--- src/rtl/wb_spi_bridge_if.sv ---
// Wishbone slave-side bus bundle between the management SoC and the SPI bridge.
// Signal names keep the slave-perspective _i/_o suffixes used on the SoC bus.
interface wb_spi_bridge_if;
  logic        wbs_stb_i;
  logic        wbs_cyc_i;
  logic        wbs_we_i;
  logic [3:0]  wbs_sel_i;
  logic [31:0] wbs_dat_i;
  logic [31:0] wbs_adr_i;
  logic        wbs_ack_o;
  logic [31:0] wbs_dat_o;

  modport slave (
    input  wbs_stb_i, wbs_cyc_i, wbs_we_i, wbs_sel_i, wbs_dat_i, wbs_adr_i,
    output wbs_ack_o, wbs_dat_o
  );

  modport master (
    output wbs_stb_i, wbs_cyc_i, wbs_we_i, wbs_sel_i, wbs_dat_i, wbs_adr_i,
    input  wbs_ack_o, wbs_dat_o
  );
endinterface

--- src/rtl/wb_spi_bridge.sv ---
// Wishbone-controlled SPI mode-0 master for rapcore: firmware writes a byte, the
// block shifts it out MSB first and captures the CIPO reply for readback.
module wb_spi_bridge #(
  parameter logic [31:0] BASE_ADDR = 32'h3000_0000,
  parameter logic [7:0]  DIV_RESET = 8'd3
) (
  input  logic            wb_clk_i,
  input  logic            wb_rst_i,
  wb_spi_bridge_if.slave  wb,
  output logic            sck_o,
  output logic            cs_o,
  output logic            copi_o,
  input  logic            cipo_i
);

  typedef enum logic [1:0] {
    S_IDLE,
    S_SETUP,
    S_HIGH
  } state_e;

  localparam logic [1:0] REG_TX     = 2'd0;
  localparam logic [1:0] REG_RX     = 2'd1;
  localparam logic [1:0] REG_STATUS = 2'd2;
  localparam logic [1:0] REG_CTRL   = 2'd3;

  state_e      state_q, state_d;
  logic [7:0]  cnt_q, cnt_d;
  logic [2:0]  bit_cnt_q, bit_cnt_d;
  logic [7:0]  shift_q, shift_d;
  logic        sck_q, sck_d;
  logic        copi_q, copi_d;
  logic [7:0]  rxdata_q, rxdata_d;
  logic        rx_valid_q, rx_valid_d;
  logic        overrun_q, overrun_d;
  logic [7:0]  div_q, div_d;
  logic        cs_assert_q, cs_assert_d;
  logic        ack_q, ack_d;
  logic [31:0] dat_q, dat_d;

  logic        hit;
  logic        busy;
  logic        start;
  logic [1:0]  reg_sel;
  logic        unused_bits;

  // The !ack term makes a held strobe see one ack per access, not one per cycle.
  assign hit     = wb.wbs_stb_i & wb.wbs_cyc_i & ~ack_q
                 & (wb.wbs_adr_i[31:4] == BASE_ADDR[31:4]);
  assign reg_sel = wb.wbs_adr_i[3:2];
  assign busy    = (state_q != S_IDLE);

  assign wb.wbs_ack_o = ack_q;
  assign wb.wbs_dat_o = dat_q;
  assign sck_o        = sck_q;
  assign copi_o       = copi_q;
  assign cs_o         = ~cs_assert_q;

  assign unused_bits = ^{wb.wbs_adr_i[1:0], wb.wbs_sel_i[3:2], wb.wbs_dat_i[31:9]};

  always_comb begin
    // NOTE: every next-state signal gets its hold value first so no path can infer a latch.
    state_d     = state_q;
    cnt_d       = cnt_q;
    bit_cnt_d   = bit_cnt_q;
    shift_d     = shift_q;
    sck_d       = sck_q;
    copi_d      = copi_q;
    rxdata_d    = rxdata_q;
    rx_valid_d  = rx_valid_q;
    overrun_d   = overrun_q;
    div_d       = div_q;
    cs_assert_d = cs_assert_q;
    ack_d       = hit;
    dat_d       = '0;
    start       = 1'b0;

    if (hit && !wb.wbs_we_i) begin
      unique case (reg_sel)
        REG_TX:     dat_d = '0;
        REG_RX: begin
          dat_d      = {24'd0, rxdata_q};
          rx_valid_d = 1'b0;
        end
        REG_STATUS: dat_d = {29'd0, overrun_q, rx_valid_q, busy};
        REG_CTRL:   dat_d = {23'd0, cs_assert_q, div_q};
      endcase
    end

    if (hit && wb.wbs_we_i) begin
      unique case (reg_sel)
        REG_TX: begin
          if (wb.wbs_sel_i[0]) begin
            if (busy) overrun_d = 1'b1;
            else      start     = 1'b1;
          end
        end
        REG_RX: ;
        REG_STATUS: begin
          if (wb.wbs_sel_i[0] && wb.wbs_dat_i[2]) overrun_d = 1'b0;
        end
        REG_CTRL: begin
          // Rate and chip select stay frozen while a byte is on the wire.
          if (!busy) begin
            if (wb.wbs_sel_i[0]) div_d       = wb.wbs_dat_i[7:0];
            if (wb.wbs_sel_i[1]) cs_assert_d = wb.wbs_dat_i[8];
          end
        end
      endcase
    end

    unique case (state_q)
      S_IDLE: begin
        if (start) begin
          shift_d   = wb.wbs_dat_i[7:0];
          copi_d    = wb.wbs_dat_i[7];
          bit_cnt_d = 3'd0;
          cnt_d     = div_q;
          state_d   = S_SETUP;
        end
      end
      S_SETUP: begin
        if (cnt_q == 8'd0) begin
          sck_d   = 1'b1;
          shift_d = {shift_q[6:0], cipo_i};
          cnt_d   = div_q;
          state_d = S_HIGH;
        end else begin
          cnt_d = cnt_q - 8'd1;
        end
      end
      S_HIGH: begin
        if (cnt_q == 8'd0) begin
          sck_d = 1'b0;
          cnt_d = div_q;
          if (bit_cnt_q == 3'd7) begin
            // Completion outranks a same-cycle RXDATA read clearing rx_valid.
            rxdata_d   = shift_q;
            rx_valid_d = 1'b1;
            state_d    = S_IDLE;
          end else begin
            bit_cnt_d = bit_cnt_q + 3'd1;
            copi_d    = shift_q[7];
            state_d   = S_SETUP;
          end
        end else begin
          cnt_d = cnt_q - 8'd1;
        end
      end
      default: state_d = S_IDLE;
    endcase
  end

  always_ff @(posedge wb_clk_i) begin
    // NOTE: registers use non-blocking assignments so every flop samples pre-edge values.
    if (wb_rst_i) begin
      state_q     <= S_IDLE;
      cnt_q       <= '0;
      bit_cnt_q   <= '0;
      shift_q     <= '0;
      sck_q       <= 1'b0;
      copi_q      <= 1'b0;
      rxdata_q    <= '0;
      rx_valid_q  <= 1'b0;
      overrun_q   <= 1'b0;
      div_q       <= DIV_RESET;
      cs_assert_q <= 1'b0;
      ack_q       <= 1'b0;
      dat_q       <= '0;
    end else begin
      state_q     <= state_d;
      cnt_q       <= cnt_d;
      bit_cnt_q   <= bit_cnt_d;
      shift_q     <= shift_d;
      sck_q       <= sck_d;
      copi_q      <= copi_d;
      rxdata_q    <= rxdata_d;
      rx_valid_q  <= rx_valid_d;
      overrun_q   <= overrun_d;
      div_q       <= div_d;
      cs_assert_q <= cs_assert_d;
      ack_q       <= ack_d;
      dat_q       <= dat_d;
    end
  end

endmodule

--- src/flat_wrapper.sv ---
// flat-port wrapper written by rule: the top's interface ports become plain ports
module wb_spi_bridge_flat 
#(
  parameter logic [31:0] BASE_ADDR = 32'h3000_0000,
  parameter logic [7:0]  DIV_RESET = 8'd3
)
  (wb_clk_i, wb_rst_i, sck_o, cs_o, copi_o, cipo_i, wb_wbs_stb_i, wb_wbs_cyc_i, wb_wbs_we_i, wb_wbs_sel_i, wb_wbs_dat_i, wb_wbs_adr_i, wb_wbs_ack_o, wb_wbs_dat_o);
  wb_spi_bridge_if wb_i ();
  input  logic wb_clk_i;
  input  logic wb_rst_i;
  output logic sck_o;
  output logic cs_o;
  output logic copi_o;
  input  logic cipo_i;
  input wire logic [$bits(wb_i.wbs_stb_i)-1:0] wb_wbs_stb_i;
  input wire logic [$bits(wb_i.wbs_cyc_i)-1:0] wb_wbs_cyc_i;
  input wire logic [$bits(wb_i.wbs_we_i)-1:0] wb_wbs_we_i;
  input wire logic [$bits(wb_i.wbs_sel_i)-1:0] wb_wbs_sel_i;
  input wire logic [$bits(wb_i.wbs_dat_i)-1:0] wb_wbs_dat_i;
  input wire logic [$bits(wb_i.wbs_adr_i)-1:0] wb_wbs_adr_i;
  output wire logic [$bits(wb_i.wbs_ack_o)-1:0] wb_wbs_ack_o;
  output wire logic [$bits(wb_i.wbs_dat_o)-1:0] wb_wbs_dat_o;
  assign wb_i.wbs_stb_i = wb_wbs_stb_i;
  assign wb_i.wbs_cyc_i = wb_wbs_cyc_i;
  assign wb_i.wbs_we_i = wb_wbs_we_i;
  assign wb_i.wbs_sel_i = wb_wbs_sel_i;
  assign wb_i.wbs_dat_i = wb_wbs_dat_i;
  assign wb_i.wbs_adr_i = wb_wbs_adr_i;
  assign wb_wbs_ack_o = wb_i.wbs_ack_o;
  assign wb_wbs_dat_o = wb_i.wbs_dat_o;
  wb_spi_bridge #(.BASE_ADDR(BASE_ADDR), .DIV_RESET(DIV_RESET)) u_core (.wb_clk_i(wb_clk_i), .wb_rst_i(wb_rst_i), .wb(wb_i), .sck_o(sck_o), .cs_o(cs_o), .copi_o(copi_o), .cipo_i(cipo_i));
endmodule
--- config.mk ---
export PLATFORM = sky130hd
export DESIGN_NAME = wb_spi_bridge_flat
export DESIGN_NICKNAME = d
export VERILOG_FILES = /design/src/rtl/wb_spi_bridge_if.sv /design/src/rtl/wb_spi_bridge.sv /design/src/flat_wrapper.sv
export SDC_FILE = /design/constraint.sdc
export NUM_CORES = 1
export LEC_CHECK = 0
export CAP_MARGIN = 20
export CORE_ASPECT_RATIO = 1.75
export CORE_UTILIZATION = 47
export DETAILED_ROUTE_END_ITERATION = 8
export PLACE_DENSITY = 0.9
export SYNTH_ARGS = -nofsm -noshare
export SYNTH_HDL_FRONTEND = slang
export SYNTH_SLANG_ARGS = --single-unit
--- constraint.sdc ---
create_clock -name wb_clk_i -period 5.6 [get_ports wb_clk_i]
set_input_delay 1.12 -clock wb_clk_i [delete_from_list [all_inputs] [get_ports wb_clk_i]]
set_output_delay 1.12 -clock wb_clk_i [all_outputs]
set_load 0.005 [all_outputs]
==> reports/results.txt <==
Clock transition at path regs: 90 ps
Number of H-tree levels: 2
Max Cap Viol: 0
Total gr overflow: 0
Combinational Power Share: 28.4%
Setup ws final: 2280 ps
CTS tree: done
NetSw: 0.0003002 W
Switch share: 31.51%
CTS buffer count: 5
Pre-CTS setup slack: 2021 ps
Layout Cells excl Fill: 468
Global-route wire length before repair: 11.61 mm
Setup_tns: 0 ps
Detail Placement HPWL: 5.228 mm
Layout cell share with drive strength beyond 1: 4.103%
Final number of hold-violating endpoints: 0
Critical path type: in -> reg
Initial Utilization: 48.37%
Mean Syn Cell Area: 8.365 um^2
Vias in the first global route: 2598
RePlAce Congestion: 0.8437
Synth Register Bits: 52
Commonest cells after routing, fill and taps aside: 59 x clkdlybuf4s50_1, 52 x dfxtp_1, 42 x nor2_1, 25 x mux2i_1, 23 x conb_1
Clock Latency Late Sink: 300 ps
Pint: 0.0006524 W
Routed Antenna Nets: 0
VDD IR max: 0.0002589 V
Initial antenna violation count: 0
Largest net degree at the start of global routing: 25
P_leak: 1.348 nW
First DRT Iteration DRCs: 85
Final min period: 3320 ps
Routed WL per cell: 15.04 um
Hold Crit Class: reg -> reg
Seq pwr share: 43.0%
Most common cell after layout, fill and taps aside: clkdlybuf4s50_1
Final Cycle Share: 59.28%
Clock tree buffer depth: 2
DP Cell Count: 460
Worst-margin pin slew: 899.3 ps
PD cells: 271.9 nW/um^2
Pre-antenna DRT Iters: 4
Vias post-DR: 2640
Drt total wl: 7.041 mm
Remaining DRCs: 0
Post-CTS Setup Inserts: 0
Status: finished clean
Vias/cell: 5.641
Fmax: 301.2 MHz
Post-Synthesis Cells: 340
Most common flop cell mapped by yosys: dfxtp_1
Die Ht: 104.9 um
Critical path startpoint category: primary input
I/O pin cnt: 110
EDFF count, synth: 0
Core Area: 5879 um^2
Async set-reset flop share out of synthesis: 0%
Endpoints failing setup: 0
Ys Warns: 0
Fin area: 3503 um^2
Hold-fix buffer count after cts: 0
Post-CTS Resized: 0
Diodes inserted: 0
Max Clock Skew: 4.686 ps
CP arrival: 3480 ps
Worst relative slew slack: 39.72%
# fillers: 504
Root buffer cell: clkbuf_8
DP Area: 3382 um^2
CP Capture Type: register
Count of cell types in the netlist: 54
Flop-to-flop setup slack: 3050 ps
Row count: 37
Crit path required time: 5760 ps
Final #Nets: 471
CP max FO: 15
Area grow syn2layout: 23.19%
Chip Width: 60.80 um
RSZ-0062 raised after global routing: false
Max Slew Vio Count: 0
Port Buffers: 59
Clk pwr share: 28.5%
Total track usage: 23.61%
Sinks on the clock net: 52
Register area share after synthesis: 36.60%
DIE AREA: 6378 um^2
Area of the mapped netlist: 2844 um^2
cell usage after synthesis (all sizes together), types with 3 or more instances:
| cell | number | area [um^2] |
|---|---|---|
| nor4 | 12 | 81.33 |
| nor3 | 7 | 40.04 |
| inv | 20 | 75.07 |
| nand2 | 21 | 78.83 |
| o32ai | 3 | 26.28 |
| a22oi | 3 | 22.52 |
| o31ai | 4 | 30.03 |
| a21o | 3 | 22.52 |
| dfxtp | 52 | 1041 |
| o211ai | 5 | 37.54 |
| nand4 | 6 | 37.54 |
| mux2i | 25 | 250.2 |
| or3 | 4 | 25.02 |
| nor2 | 43 | 168.9 |
| a21oi | 23 | 118.9 |
| buf | 26 | 187.7 |
| o21ai | 13 | 68.82 |
| nand3 | 6 | 30.03 |
| a2bb2oi | 6 | 52.55 |
| clkbuf | 14 | 52.55 |
| ha | 8 | 100.1 |
| nor2b | 7 | 43.79 |
worst max-delay path, stage by stage:
cell and delay [ps]:
clkdlybuf4s50_1 940, and4_1 330, nand2_1 70, nor3_2 680, mux2i_1 280, nor2_1 50
final cells by class:
| type | instances | area [um^2] | share of cell area, % |
|---|---|---|---|
| multi-input cells | 250 | 1570 | 44.82 |
| flip-flops and latches | 52 | 1041 | 29.71 |
| repair buffers | 60 | 598.1 | 17.07 |
| well taps | 78 | 97.59 | 2.786 |
| clock buffers | 6 | 82.58 | 2.357 |
| inverters | 20 | 75.07 | 2.143 |
| clock inverters | 2 | 38.79 | 1.107 |
routing by layer:
layer	vias up	part of all wire, %	GRT usage (%)
li1	1271	-	-
met1	1249	36	25.31
met5	-	0	0
met2	103	56	43.17
met3	17	4.3	3.218
met4	0	3.1	10.39
cell families (layout without fill, tap and decap cells):
family | Yosys count | after routing | synth area share, %
and+or+nand+nor | 118 | 118 | 21.51
adders and majority gates | 8 | 8 | 3.520
buffers and inverters | 60 | 88 | 11.09
AOI/OAI and AO/OA | 75 | 75 | 17.95
muxes | 26 | 26 | 9.195
other | 1 | 23 | 0.1319
DFF | 52 | 52 | 36.60
metrics by stage:
| step | total power, W | util, % | hold WS [ps] |
|---|---|---|---|
| after floorplan | 0.0006066 | - | 422.0 |
| after global placement | 0.0006741 | 57.52 | 443.8 |
| after detailed placement | 0.0006826 | 57.52 | 443.6 |
| after CTS | 0.0009511 | 59.59 | 462.4 |
| after global routing | 0.0009964 | 59.59 | 489.5 |
| final | 0.0009526 | 59.59 | 457.4 |
worst paths after layout:
path,from,endpoint,depth (start not counted)
max,wb_wbs_adr_i[3],u_core.div_q[4],6
min,u_core.cs_assert_q,u_core.wb.wbs_dat_o[8],2
max reg2reg,u_core.state_q[0],u_core.div_q[4],7
min reg2reg,u_core.cs_assert_q,u_core.wb.wbs_dat_o[8],2
power by group through the flow:
stage	clock [W]	sequential, W	combinational, W
finish	0.000272	0.000410	0.000271
global route	0.000286	0.000413	0.000297
CTS	0.000275	0.000409	0.000267
detailed placement	0	0.000418	0.000264
global placement	0	0.000416	0.000258
floorplan	0	0.000410	0.000196
sequential cells by signal, indices dropped and copies added (netlist names):
| name | cells |
|---|---|
| u_core.bit_cnt_q | 3 |
| u_core.cnt_q | 8 |
| u_core.copi_o | 1 |
| u_core.cs_assert_q | 1 |
| u_core.div_q | 8 |
| u_core.overrun_q | 1 |
| u_core.rx_valid_q | 1 |
| u_core.rxdata_q | 8 |
| u_core.sck_o | 1 |
| u_core.shift_q | 8 |
| u_core.state_q | 2 |
| u_core.wb.wbs_ack_o | 1 |
| u_core.wb.wbs_dat_o | 9 |
Power figures use the tool's default switching activity.
